## config.mk

```make
export PLATFORM = sky130hd
export DESIGN_NAME = spi_reg_bridge_flat
export DESIGN_NICKNAME = d
export VERILOG_FILES = /design/src/rtl/spi_reg_bridge_if.sv /design/src/rtl/spi_reg_bridge.sv /design/src/flat_wrapper.sv
export SDC_FILE = /design/constraint.sdc
export NUM_CORES = 1
export LEC_CHECK = 0
export ABC_AREA = 1
export CORE_ASPECT_RATIO = 0.5
export CORE_MARGIN = 2
export CORE_UTILIZATION = 55
export CTS_CLUSTER_DIAMETER = 120
export CTS_CLUSTER_SIZE = 40
export DETAILED_ROUTE_END_ITERATION = 10
export GPL_ROUTABILITY_DRIVEN = 0
export PLACE_DENSITY_LB_ADDON = 0.15
export REMOVE_ABC_BUFFERS = 1
export SLEW_MARGIN = 40
export SYNTH_ARGS = -nofsm -noshare
export SYNTH_HDL_FRONTEND = slang
export SYNTH_SLANG_ARGS = --single-unit
```

## constraint.sdc

```tcl
create_clock -name sys_clk -period 2.15 [get_ports sys_clk]
set_input_delay 0.43 -clock sys_clk [delete_from_list [all_inputs] [get_ports sys_clk]]
set_output_delay 0.43 -clock sys_clk [all_outputs]
set_load 0.01 [all_outputs]
```

## src/rtl/spi_reg_bridge_if.sv

```systemverilog
// Register-bus side of the SPI bridge: address/data strobes out, read
// acknowledge and data back from the register file.
interface spi_reg_bridge_if #(
  parameter int ADDR_W = 8,
  parameter int DATA_W = 16
);
  logic [ADDR_W-2:0] bus_addr;
  logic [DATA_W-1:0] bus_wdata;
  logic              wr_stb;
  logic              rd_stb;
  logic              rd_ack;
  logic [DATA_W-1:0] rd_data;

  modport master (
    output bus_addr, bus_wdata, wr_stb, rd_stb,
    input  rd_ack, rd_data
  );

  modport slave (
    input  bus_addr, bus_wdata, wr_stb, rd_stb,
    output rd_ack, rd_data
  );
endinterface

```

## src/rtl/spi_reg_bridge.sv

```systemverilog
// SPI mode-0 slave, oversampled in sys_clk, turning address/dummy/data frames
// into single-cycle register-bus write strobes and read requests.
module spi_reg_bridge #(
  parameter int ADDR_W       = 8,
  parameter int DATA_W       = 16,
  parameter int DUMMY_CYCLES = 8,
  parameter int SYNC_STAGES  = 2
) (
  input  logic               sys_clk,
  input  logic               sys_rst_n,
  input  logic               spi_clk,
  input  logic               spi_mosi,
  input  logic               spi_cs_n,
  output logic               spi_miso,
  spi_reg_bridge_if.master   bus,
  output logic               frame_err,
  output logic               rd_err
);

  localparam int MAX_AD  = (ADDR_W > DATA_W) ? ADDR_W : DATA_W;
  localparam int MAX_CNT = (MAX_AD > DUMMY_CYCLES) ? MAX_AD : DUMMY_CYCLES;
  localparam int CNT_W   = $clog2(MAX_CNT + 1);

  localparam logic [CNT_W-1:0] ADDR_LAST  = CNT_W'(ADDR_W - 1);
  localparam logic [CNT_W-1:0] DUMMY_LAST = CNT_W'(DUMMY_CYCLES - 1);
  localparam logic [CNT_W-1:0] DATA_LAST  = CNT_W'(DATA_W - 1);

  typedef enum logic [2:0] {
    S_IDLE,
    S_ADDR,
    S_DUMMY,
    S_DATA,
    S_DONE
  } state_t;

  // CS synchronizer clears to 0 so a CS already held low when reset
  // releases never looks like a fresh falling edge.
  logic [SYNC_STAGES-1:0] sck_sync_reg, mosi_sync_reg, cs_sync_reg;
  logic                   sck_prev_reg, cs_prev_reg;
  logic                   sck_s, mosi_s, cs_s;
  logic                   sck_rise, sck_fall, cs_rise, cs_fall;

  always_ff @(posedge sys_clk) begin
    if (!sys_rst_n) begin
      sck_sync_reg  <= '0;
      mosi_sync_reg <= '0;
      cs_sync_reg   <= '0;
      sck_prev_reg  <= 1'b0;
      cs_prev_reg   <= 1'b0;
    end else begin
      sck_sync_reg  <= {sck_sync_reg[SYNC_STAGES-2:0], spi_clk};
      mosi_sync_reg <= {mosi_sync_reg[SYNC_STAGES-2:0], spi_mosi};
      cs_sync_reg   <= {cs_sync_reg[SYNC_STAGES-2:0], spi_cs_n};
      sck_prev_reg  <= sck_sync_reg[SYNC_STAGES-1];
      cs_prev_reg   <= cs_sync_reg[SYNC_STAGES-1];
    end
  end

  assign sck_s    = sck_sync_reg[SYNC_STAGES-1];
  assign mosi_s   = mosi_sync_reg[SYNC_STAGES-1];
  assign cs_s     = cs_sync_reg[SYNC_STAGES-1];
  assign sck_rise = sck_s & ~sck_prev_reg;
  assign sck_fall = ~sck_s & sck_prev_reg;
  assign cs_rise  = cs_s & ~cs_prev_reg;
  assign cs_fall  = ~cs_s & cs_prev_reg;

  state_t            state_reg, state_next;
  logic [CNT_W-1:0]  bit_cnt_reg, bit_cnt_next;
  logic [ADDR_W-2:0] addr_sr_reg, addr_sr_next;
  logic [ADDR_W-2:0] bus_addr_reg, bus_addr_next;
  logic              rd_flag_reg, rd_flag_next;
  logic              rd_wait_reg, rd_wait_next;
  logic              first_fall_reg, first_fall_next;
  logic [DATA_W-1:0] tx_reg, tx_next;
  logic [DATA_W-2:0] rx_reg, rx_next;
  logic              miso_reg, miso_next;
  logic [DATA_W-1:0] wdata_reg, wdata_next;
  logic              wr_stb_reg, wr_stb_next;
  logic              rd_stb_reg, rd_stb_next;
  logic              frame_err_reg, frame_err_next;
  logic              rd_err_reg, rd_err_next;

  logic [ADDR_W-1:0] addr_shift;
  logic [DATA_W-1:0] rx_shift;
  logic              in_frame;

  assign addr_shift = {addr_sr_reg, mosi_s};
  assign rx_shift   = {rx_reg, mosi_s};
  assign in_frame   = (state_reg == S_ADDR) || (state_reg == S_DUMMY) ||
                      (state_reg == S_DATA);

  always_ff @(posedge sys_clk) begin
    if (!sys_rst_n) begin
      state_reg      <= S_IDLE;
      bit_cnt_reg    <= '0;
      addr_sr_reg    <= '0;
      bus_addr_reg   <= '0;
      rd_flag_reg    <= 1'b0;
      rd_wait_reg    <= 1'b0;
      first_fall_reg <= 1'b0;
      tx_reg         <= '0;
      rx_reg         <= '0;
      miso_reg       <= 1'b0;
      wdata_reg      <= '0;
      wr_stb_reg     <= 1'b0;
      rd_stb_reg     <= 1'b0;
      frame_err_reg  <= 1'b0;
      rd_err_reg     <= 1'b0;
    end else begin
      state_reg      <= state_next;
      bit_cnt_reg    <= bit_cnt_next;
      addr_sr_reg    <= addr_sr_next;
      bus_addr_reg   <= bus_addr_next;
      rd_flag_reg    <= rd_flag_next;
      rd_wait_reg    <= rd_wait_next;
      first_fall_reg <= first_fall_next;
      tx_reg         <= tx_next;
      rx_reg         <= rx_next;
      miso_reg       <= miso_next;
      wdata_reg      <= wdata_next;
      wr_stb_reg     <= wr_stb_next;
      rd_stb_reg     <= rd_stb_next;
      frame_err_reg  <= frame_err_next;
      rd_err_reg     <= rd_err_next;
    end
  end

  always_comb begin
    state_next      = state_reg;
    bit_cnt_next    = bit_cnt_reg;
    addr_sr_next    = addr_sr_reg;
    bus_addr_next   = bus_addr_reg;
    rd_flag_next    = rd_flag_reg;
    rd_wait_next    = rd_wait_reg;
    first_fall_next = first_fall_reg;
    tx_next         = tx_reg;
    rx_next         = rx_reg;
    miso_next       = miso_reg;
    wdata_next      = wdata_reg;
    wr_stb_next     = 1'b0;
    rd_stb_next     = 1'b0;
    frame_err_next  = 1'b0;
    rd_err_next     = 1'b0;

    if (cs_rise && in_frame) begin
      state_next     = S_IDLE;
      frame_err_next = 1'b1;
      rd_wait_next   = 1'b0;
      miso_next      = 1'b0;
    end else begin
      case (state_reg)
        S_IDLE: begin
          if (cs_fall) begin
            state_next      = S_ADDR;
            bit_cnt_next    = '0;
            addr_sr_next    = '0;
            rx_next         = '0;
            tx_next         = '0;
            rd_wait_next    = 1'b0;
            first_fall_next = 1'b1;
            miso_next       = 1'b0;
          end
        end
        S_ADDR: begin
          if (sck_rise) begin
            addr_sr_next = addr_shift[ADDR_W-2:0];
            if (bit_cnt_reg == ADDR_LAST) begin
              bus_addr_next = addr_shift[ADDR_W-2:0];
              rd_flag_next  = addr_shift[ADDR_W-1];
              rd_stb_next   = addr_shift[ADDR_W-1];
              rd_wait_next  = addr_shift[ADDR_W-1];
              bit_cnt_next  = '0;
              state_next    = S_DUMMY;
            end else begin
              bit_cnt_next = bit_cnt_reg + 1'b1;
            end
          end
        end
        S_DUMMY: begin
          if (rd_wait_reg && bus.rd_ack) begin
            tx_next      = bus.rd_data;
            rd_wait_next = 1'b0;
          end
          if (sck_rise) begin
            if (bit_cnt_reg == DUMMY_LAST) begin
              bit_cnt_next = '0;
              state_next   = S_DATA;
              // Still waiting at the last turnaround rise: give up and send zeros.
              if (rd_wait_reg && !bus.rd_ack) begin
                rd_err_next  = 1'b1;
                rd_wait_next = 1'b0;
              end
            end else begin
              bit_cnt_next = bit_cnt_reg + 1'b1;
            end
          end
        end
        S_DATA: begin
          if (sck_fall) begin
            if (first_fall_reg) begin
              miso_next       = tx_reg[DATA_W-1];
              first_fall_next = 1'b0;
            end else begin
              tx_next   = tx_reg << 1;
              miso_next = tx_reg[DATA_W-2];
            end
          end
          if (sck_rise) begin
            rx_next = rx_shift[DATA_W-2:0];
            if (bit_cnt_reg == DATA_LAST) begin
              state_next  = S_DONE;
              wr_stb_next = ~rd_flag_reg;
              if (!rd_flag_reg) begin
                wdata_next = rx_shift;
              end
            end else begin
              bit_cnt_next = bit_cnt_reg + 1'b1;
            end
          end
        end
        S_DONE: begin
          if (cs_rise) begin
            state_next = S_IDLE;
            miso_next  = 1'b0;
          end
        end
        default: state_next = S_IDLE;
      endcase
    end
  end

  assign spi_miso      = miso_reg;
  assign bus.bus_addr  = bus_addr_reg;
  assign bus.bus_wdata = wdata_reg;
  assign bus.wr_stb    = wr_stb_reg;
  assign bus.rd_stb    = rd_stb_reg;
  assign frame_err     = frame_err_reg;
  assign rd_err        = rd_err_reg;

endmodule

```

## src/flat_wrapper.sv

```systemverilog
// flat-port wrapper written by rule: the top's interface ports become plain ports
module spi_reg_bridge_flat 
#(
  parameter int ADDR_W       = 8,
  parameter int DATA_W       = 16,
  parameter int DUMMY_CYCLES = 8,
  parameter int SYNC_STAGES  = 2
)
  (sys_clk, sys_rst_n, spi_clk, spi_mosi, spi_cs_n, spi_miso, frame_err, rd_err, bus_bus_addr, bus_bus_wdata, bus_wr_stb, bus_rd_stb, bus_rd_ack, bus_rd_data);
  spi_reg_bridge_if #(.ADDR_W(ADDR_W), .DATA_W(DATA_W)) bus_i ();
  input  logic sys_clk;
  input  logic sys_rst_n;
  input  logic spi_clk;
  input  logic spi_mosi;
  input  logic spi_cs_n;
  output logic spi_miso;
  output logic frame_err;
  output logic rd_err;
  output wire logic [$bits(bus_i.bus_addr)-1:0] bus_bus_addr;
  output wire logic [$bits(bus_i.bus_wdata)-1:0] bus_bus_wdata;
  output wire logic [$bits(bus_i.wr_stb)-1:0] bus_wr_stb;
  output wire logic [$bits(bus_i.rd_stb)-1:0] bus_rd_stb;
  input wire logic [$bits(bus_i.rd_ack)-1:0] bus_rd_ack;
  input wire logic [$bits(bus_i.rd_data)-1:0] bus_rd_data;
  assign bus_bus_addr = bus_i.bus_addr;
  assign bus_bus_wdata = bus_i.bus_wdata;
  assign bus_wr_stb = bus_i.wr_stb;
  assign bus_rd_stb = bus_i.rd_stb;
  assign bus_i.rd_ack = bus_rd_ack;
  assign bus_i.rd_data = bus_rd_data;
  spi_reg_bridge #(.ADDR_W(ADDR_W), .DATA_W(DATA_W), .DUMMY_CYCLES(DUMMY_CYCLES), .SYNC_STAGES(SYNC_STAGES)) u_core (.sys_clk(sys_clk), .sys_rst_n(sys_rst_n), .spi_clk(spi_clk), .spi_mosi(spi_mosi), .spi_cs_n(spi_cs_n), .spi_miso(spi_miso), .bus(bus_i), .frame_err(frame_err), .rd_err(rd_err));
endmodule
```

After elaboration in Yosys (flattened, before gate mapping)
Cells that the tools add are included.

storage, ports and cells
  word-level logic and storage cells = 128
  input port bits = 22
  register bits = 85
  output and inout bits = 28

operators by class
  add/subtract/negate cells = 1
  reductions and logical operators = 28
  mux-type cells = 43
  bitwise logic cells = 17
  equality and inequality tests = 19

operator list
  cell                                                             number
  16-bit two-way mux                                               4
  16-bit case mux with 3 select lines                              1
  15-bit two-way mux                                               2
  15-bit case mux with 2 select lines                              1
  5-bit two-way mux                                                5
  3-bit two-way mux                                                8
  4-bit AND reduction                                              6
  3-bit case mux with 5 select lines                               1
  5-bit case mux with 3 select lines                               1
  5-bit OR reduction                                               3
  1-bit two-way mux                                                14
  7-bit two-way mux                                                2
  2-bit by 1-bit != test with 1-bit output, second input constant  7
  7-bit case mux with 2 select lines                               1
  1-bit inverter                                                   13
  2-bit != test, second input constant                             6
  6-bit AND reduction                                              2
  3-bit nonzero test                                               4
  8-bit AND reduction                                              1
  3-bit by 2-bit == test with 1-bit output, second input constant  2
  1-bit case mux with 3 select lines                               2
  5-bit by 1-bit adder with 5-bit output, second input constant    1
  5-bit by 3-bit == test with 1-bit output, second input constant  1
  5-bit by 4-bit == test with 1-bit output, second input constant  1
  other kinds (11)                                                 19

Logic depth before layout (Yosys ltp)
Gate-level depths: netlist of the first run.

  depth in word-level cells = 6
  depth in mapped cells = 12
  depth with buffers taken out = 12

Least setup slack after synthesis of the first run
Ideal clock, no wire load.

  path type = reg2reg
  start point = register u_core.bit_cnt_reg[0]
  end point = register u_core.wdata_reg[10] (netlist: u_core.bus.bus_wdata[10])
  library setup time = 0.132 ns
  period minus slack after synthesis = 1.733 ns
  buffers on the path = 1
  data required time = 2.018 ns
  arrival time = 1.601 ns
  slack = 0.417 ns
  cell stages (with the launch flop) = 13
  cell sequence = dfxtp_1 -> ha_1 -> nand2_1 -> nor2_1 -> ha_1 -> inv_1 -> nor2_2 -> nand2_2 -> nor2_8 -> nand2_4 -> buf_2 -> nand2_1 -> a21oi_1

between the ends
  longest elaborated chain between the ends = 2

RTL lines
  what                                      line                   RTL
  from (decl)                               spi_reg_bridge.sv:68   logic [CNT_W-1:0] bit_cnt_reg, bit_cnt_next;
  from (signal assigned)                    spi_reg_bridge.sv:111  bit_cnt_reg <= bit_cnt_next;
  5-bit by 4-bit == test with 1-bit output  spi_reg_bridge.sv:210  if (bit_cnt_reg == DATA_LAST) begin
  5-bit AND reduction (no source line)      n/a
  to (signal assigned)                      spi_reg_bridge.sv:120  wdata_reg <= wdata_next;
  to (decl)                                 spi_reg_bridge.sv:77   logic [DATA_W-1:0] wdata_reg, wdata_next;

No other way between the ends.
A chain may end at the register's enable or synchronous reset.

Worst setup path after layout of the first run
  start point = register u_core.bit_cnt_reg[0]
  end point = register u_core.rd_flag_reg

between the ends
  longest elaborated chain between the ends = 2

RTL lines
  what                                      line                   RTL
  5-bit by 3-bit == test with 1-bit output  spi_reg_bridge.sv:167  if (bit_cnt_reg == ADDR_LAST) begin
  4-bit AND reduction (no source line)      n/a
  to (signal assigned)                      spi_reg_bridge.sv:114  rd_flag_reg <= rd_flag_next;
  to (decl)                                 spi_reg_bridge.sv:71   logic rd_flag_reg, rd_flag_next;

No other way between the ends.

==> results.md, run 1 <==
- Antenna-violating nets left: 0
- Placed instance area: 4350 um^2
- DRC Markers: 0
- Power per cell area: 1040 nW/um^2
- Post-synth top cells: nand2_1, dfxtp_1, nor2_1
- Leading area contributor after synthesis: dfxtp_1
- WHS: 0.415 ns
- Final Hold Vio Count: 0
- Ports: 50
- Most used routing layer: met2
- Post-route cell area: 4610 um^2
- Sink Count: 85
- Sequential-to-total area share from yosys stat: 0.452
- Net Sw Frac: 0.352
- Final nets: 624
- Slowest stage cell, crit path: dfxtp_1
- Skew-Pair Late Insertion Delay: 0.34 ns
- Dpl ws: 0.283 ns
- ANT cells: 0
- Vias post-DR: 3480
- Worst Slack Setup Final: 0.243 ns
- Clk slew on worst S/H paths: 0.06 ns
- Synth top area share: 0.452
- Max-Cap Viols: 0
- Status: complete, no violations
- Setup TNS: 0 ns
- Comb power frac: 0.310
- TritonCTS clock tree: built
- Final Critical Period: 1.91 ns
- Drt wl/cell: 11.3 um
- Met3 Usage GRT: 0.0703
- Hold-fix buffers, CTS: 0
- Postcts setup bufs: 0
- TritonCTS buffer count: 9
- CP Data Required Time: 2.42 ns
- Fill count: 571
- Area of the multi-input gates: 1730 um^2
- Flop-to-flop setup slack: 0.24 ns
- Die Span Y: 62.5 um
- Cells after Synth: 552
- Vias in the first global route: 3111
- Vias per inst: 5.00
- CP Cell Sequence: ha_1 > nand2_1 > inv_1 > nand3_1 > inv_1 > nand3_1 > inv_1 > nand2_1 > a21oi_1
- Post-synth ARST share: 0
- PortBufs: 49
- Global-route wire length before repair: 13.6 mm
- Root buffer cell: clkbuf_16
- Clk buf depth: 2
- HPWL after DPL: 5.30 mm
- Post-synth top flop: dfxtp_1
- DR iter-0 viols: 331
- Maximum VDD drop: 598 uV
- Initial Util: 0.567
- GRT met2 Usage: 0.348
- WP data arrival: 2.18 ns
- Clock power frac: 0.289
- Row cnt: 21
- Register share of total power: 0.401
- Hold crit path type: reg2reg
- FF/Latch Area: 1700 um^2
- Count leader, synth: nand2_1
- RSZ-0062 raised after global routing: no
- Final setup viols: 0
- Crit-path most repeated cell: inv_1
- Final period utilization: 0.887
- Mapped Area: 3770 um^2
- Clk_skew: 0.00599 ns
- Total Power: 4800 uW
- Area grow syn2layout: 22.3%
- Type of the worst setup path: reg2reg
- Dominant cells by area after synthesis: dfxtp_1, nand2_1, nor2_1
- Yosys reg bits: 85
- Tot GR Track Use: 0.223
- Crit end category: register
- Worst Tran Pin Value: 0.398 ns
- Full die area: 7570 um^2
- Synth warn: 0
- Total core area: 6650 um^2
- Initial antenna violation count: 0
- Drt pass-1 iters: 5
- Critical R2R Capture: u_core.rd_flag_reg
- Setup crit start: u_core.bit_cnt_reg[0]
- Met1 Usage GRT: 0.291
- Switching power total: 1690 uW
- Remaining Overflow, GRT: 0
- Relative slew slack: 0.734
- Cts repair resizes: 0
- FF-to-FF path depth: 9
- Internal power: 3110 uW
- FF-to-FF Start: u_core.bit_cnt_reg[0]
- EDFF count, synth: 0
- Worst Setup EP: u_core.rd_flag_reg
- Final WL: 7.88 mm
- Layout cells sized above 1: 0.0745
- Max FO, Critical Path: 8
- Critical path's largest stage delay: 0.39 ns
- Pleak: 0.00192 uW
- Synth cell types: 25
- Syn Area/Cell: 6.83 um^2
- CP startpoint kind: register
- Die width: 121 um
- H-Tree Depth: 3
- Max Freq: 524 MHz
- Pins Over Slew Limit: 0
- Largest net degree at the start of global routing: 33
[cell usage in the layout, fill, tap and decap left out]
cell	netlist	final
clkbuf_16	0	9
o21ai_1	6	6
buf_12	0	2
a21oi_2	1	1
ha_1	2	2
clkinv_2	0	2
clkbuf_8	0	1
clkbuf_1	7	3
nor2_8	1	1
nor2_2	2	2
nand2_1	181	181
a21oi_1	44	44
nor2_4	2	2
nor3_1	1	1
nand4_1	2	2
nand3_2	5	5
nor2_1	76	76
inv_1	46	46
dfxtp_1	85	85
nand2_2	4	4
nand2_4	1	1
clkdlybuf4s50_1	0	49
nand3_1	44	44
buf_4	6	11
o21ai_0	19	19
inv_2	4	4
nand3b_1	1	1
[metal layers]
layer / vias to the layer above / part of all wire / routed length, um
li1: 1818 / - / -
met1: 1543 / 0.49 / 3840
met2: 110 / 0.43 / 3400
met3: 9 / 0.069 / 546
met4: 0 / 0.013 / 101
met5: - / 0 / 0
[how the worst min path moves through the flow]
| stage | from | endpoint | depth (start not counted) | slack [ns] |
|---|---|---|---|---|
| after CTS | u_core.cs_sync_reg[0] | u_core.cs_sync_reg[1] | 2 | 0.42 |
| after detailed placement | u_core.mosi_sync_reg[0] | u_core.mosi_sync_reg[1] | 2 | 0.40 |
| after global routing | u_core.cs_sync_reg[0] | u_core.cs_sync_reg[1] | 2 | 0.44 |
| final | u_core.cs_sync_reg[0] | u_core.cs_sync_reg[1] | 2 | 0.42 |
| after floorplan | u_core.cs_sync_reg[0] | u_core.cs_sync_reg[1] | 2 | 0.39 |
| after global placement | u_core.mosi_sync_reg[0] | u_core.mosi_sync_reg[1] | 2 | 0.39 |
[metrics by stage]
step / cells / util
2_1_floorplan: 527 / -
3_3_place_gp: 681 / 0.654
3_5_place_dp: 681 / 0.654
4_1_cts: 696 / 0.693
5_1_grt: 696 / 0.693
6_report: 696 / 0.693
[critical path, delay by kind of cell, from the launching register on]
family | cells | cell delay, ns
and+or+nand+nor | 4 | 0.61
AOI/OAI and AO/OA | 1 | 0.14
buffers and inverters | 3 | 0.51
DFF | 1 | 0.39
adders and majority gates | 1 | 0.19
[power groups by stage]
stage          Sequential, uW  Clock (uW)  Combinational (uW)
6_report                 1930        1390                1490
5_1_grt                  1950        1470                1710
4_1_cts                  1920        1410                1480
3_5_place_dp             1950           0                1470
3_3_place_gp             1950           0                1450
2_1_floorplan            1920           0                1080
[cells by family after synthesis]
logic type	Yosys count	share of synthesized area
AO/OA/AOI/OAI	70	0.0940
adder cells (fa/ha/maj)	2	0.00664
buffers and inverters	75	0.0893
flip-flops	85	0.452
AND/OR/NAND/NOR	320	0.359
[area by class of cell]
cell class	instances	area share
Multi-Input combinational cell	392	0.376
Sequential cell	85	0.369
Timing Repair Buffer	62	0.133
Clock buffer	13	0.0543
Inverter	50	0.0407
Tap cell	92	0.0250
Clock inverter	2	0.00217
Note: power is estimated with default switching activity, not from simulation.
==> run 2: changes to the inputs <==
PLACE_DENSITY = 0.8   (was unset)
PLACE_DENSITY_LB_ADDON = unset   (was 0.15)
==> run 2 against run 1 <==
Fmax decreased by 2.7%. Clock-buffer cell count down 1. Worst setup slack got worse by 0.054 ns. Total power rose by 2.9%. Global-route usage up 0.29 points. Critical path depth rose by 2. Final cell count is 0.14% higher. Flip-flop and latch count unchanged. Non-clock buffer count did not move. Sequential power is essentially flat. Combinational power barely moved. Register-to-register slack got worse by 0.05 ns. Critical endpoint is now u_core.bus.bus_wdata[7]. Largest cell class unchanged.
==> results.md, run 2 (synthesized netlist as in run 1, its figures left out) <==
- Area grow syn2layout: 23.5%
- Final Hold Vio Count: 0
- Commonest non-fill, non-tap cells in the layout: nand2_1, dfxtp_1, nor2_1
- Crit end category: register
- Die Span Y: 62.5 um
- Relative slew slack: 0.736
- Max-Cap Viols: 0
- Switching power total: 1720 uW
- Clk slew on worst S/H paths: 0.06 ns
- FF-to-FF path depth: 11
- Internal power: 3220 uW
- Met3 wire len: 467 um
- Skew-Pair Late Insertion Delay: 0.34 ns
- WP data arrival: 2.23 ns
- Sink Count: 85
- Slowest stage cell, crit path: dfxtp_1
- Setup TNS: 0 ns
- Net Sw Frac: 0.347
- Crit-path most repeated cell: ha_1
- Antenna-violating nets left: 0
- Status: complete, no violations
- Hold-fix buffers, CTS: 0
- Vias in the first global route: 3069
- Final period utilization: 0.912
- CP Data Required Time: 2.42 ns
- Total Power: 4940 uW
- Max Freq: 510 MHz
- Fill count: 586
- ANT cells: 0
- Hold-critical path depth: 2
- Initial antenna violation count: 0
- Total core area: 6650 um^2
- Remaining Overflow, GRT: 0
- Row cnt: 21
- DRC Markers: 0
- CP Cell Sequence: ha_1 > nand2_1 > nor2_1 > ha_1 > inv_1 > nor2_2 > nand2_2 > nor2_8 > buf_4 > nand3_1 > a21oi_1
- Drt wl/cell: 11.3 um
- Layout cells sized above 1: 0.0777
- H-Tree Depth: 3
- Vias post-DR: 3500
- CP startpoint kind: register
- RSZ-0062 raised after global routing: no
- Max FO, Critical Path: 8
- Type of the worst setup path: reg2reg
- Ports: 50
- Vias per inst: 5.02
- Final Critical Period: 1.96 ns
- Drt pass-1 iters: 5
- Clock power frac: 0.309
- Final WL: 7.89 mm
- Power per cell area: 1060 nW/um^2
- TritonCTS buffer count: 9
- Final setup viols: 0
- Clk_skew: 0.00766 ns
- TritonCTS clock tree: built
- Initial Util: 0.567
- Root buffer cell: clkbuf_16
- Dpl ws: 0.223 ns
- PortBufs: 49
- Cts repair resizes: 0
- HPWL after DPL: 5.14 mm
- Clk buf depth: 2
- Worst Tran Pin Value: 0.396 ns
- Top routing layer used: met4
- Largest net degree at the start of global routing: 35
- Full die area: 7570 um^2
- Register share of total power: 0.389
- Metal2 WL: 3.56 mm
- Comb power frac: 0.302
- Maximum VDD drop: 556 uV
- Most common cell after layout, fill and taps aside: nand2_1
- Hold crit path type: reg2reg
- Die width: 121 um
- Critical path's largest stage delay: 0.41 ns
- Final nets: 624
- WHS: 0.409 ns
- Pins Over Slew Limit: 0
- Worst Slack Setup Final: 0.189 ns
- Pleak: 0.00194 uW
- DRT met1 WL: 3.76 mm
- DR iter-0 viols: 289
- Tot GR Track Use: 0.226
- Global-route wire length before repair: 13.8 mm
==> run 2: final timing paths <==
| kind | from | endpoint | slack, ns |
|---|---|---|---|
| min reg2reg | u_core.sck_sync_reg[0] | u_core.sck_sync_reg[1] | 0.41 |
| max | u_core.bit_cnt_reg[0] | u_core.bus.bus_wdata[7] | 0.19 |
| max reg2reg | u_core.bit_cnt_reg[0] | u_core.bus.bus_wdata[7] | 0.19 |
| min | u_core.sck_sync_reg[0] | u_core.sck_sync_reg[1] | 0.41 |
==> run 2: final cells by class <==
type,count,area (um^2),area share
Clock buffer,12,246,0.0530
Clock inverter,4,47.5,0.0102
Inverter,50,188,0.0403
Multi-Input combinational cell,392,1730,0.372
Sequential cell,85,1700,0.366
Tap cell,92,115,0.0247
Timing Repair Buffer,62,626,0.134
==> run 2: timing repair <==
item | 4_1_cts | 5_1_grt
endpoints found under the setup margin | 0 | 1
setup buffers | 0 | 3
hold endpoints to repair | 0 | 0
==> run 2: through the flow <==
| stage | utilization | std cells | instance area [um^2] |
|---|---|---|---|
| after floorplan | - | 527 | 3620 |
| after global routing | 0.700 | 697 | 4650 |
| after CTS | 0.697 | 694 | 4630 |
| final | 0.700 | 697 | 4650 |
| after global placement | 0.653 | 678 | 4340 |
| after detailed placement | 0.653 | 678 | 4340 |
==> run 2: critical path: cells and delay by family, from the launching register on <==
family | cells | cell delay [ns]
AO/OA/AOI/OAI | 1 | 0.16
buffers and inverters | 2 | 0.24
adder cells (fa/ha/maj) | 2 | 0.39
AND/OR/NAND/NOR | 6 | 0.69
flip-flops | 1 | 0.41
==> run 2: routing by layer <==
layer,global-route usage,up-vias
li1,-,1824
met4,0.0858,0
met5,0,-
met2,0.360,110
met1,0.287,1555
met3,0.0721,11
==> run 2: power groups by stage <==
stage	clock network, uW	logic [uW]	registers, uW
2_1_floorplan	0	1080	1920
3_3_place_gp	0	1440	1940
3_5_place_dp	0	1460	1950
4_1_cts	1560	1490	1920
5_1_grt	1620	1710	1950
6_report	1530	1490	1920
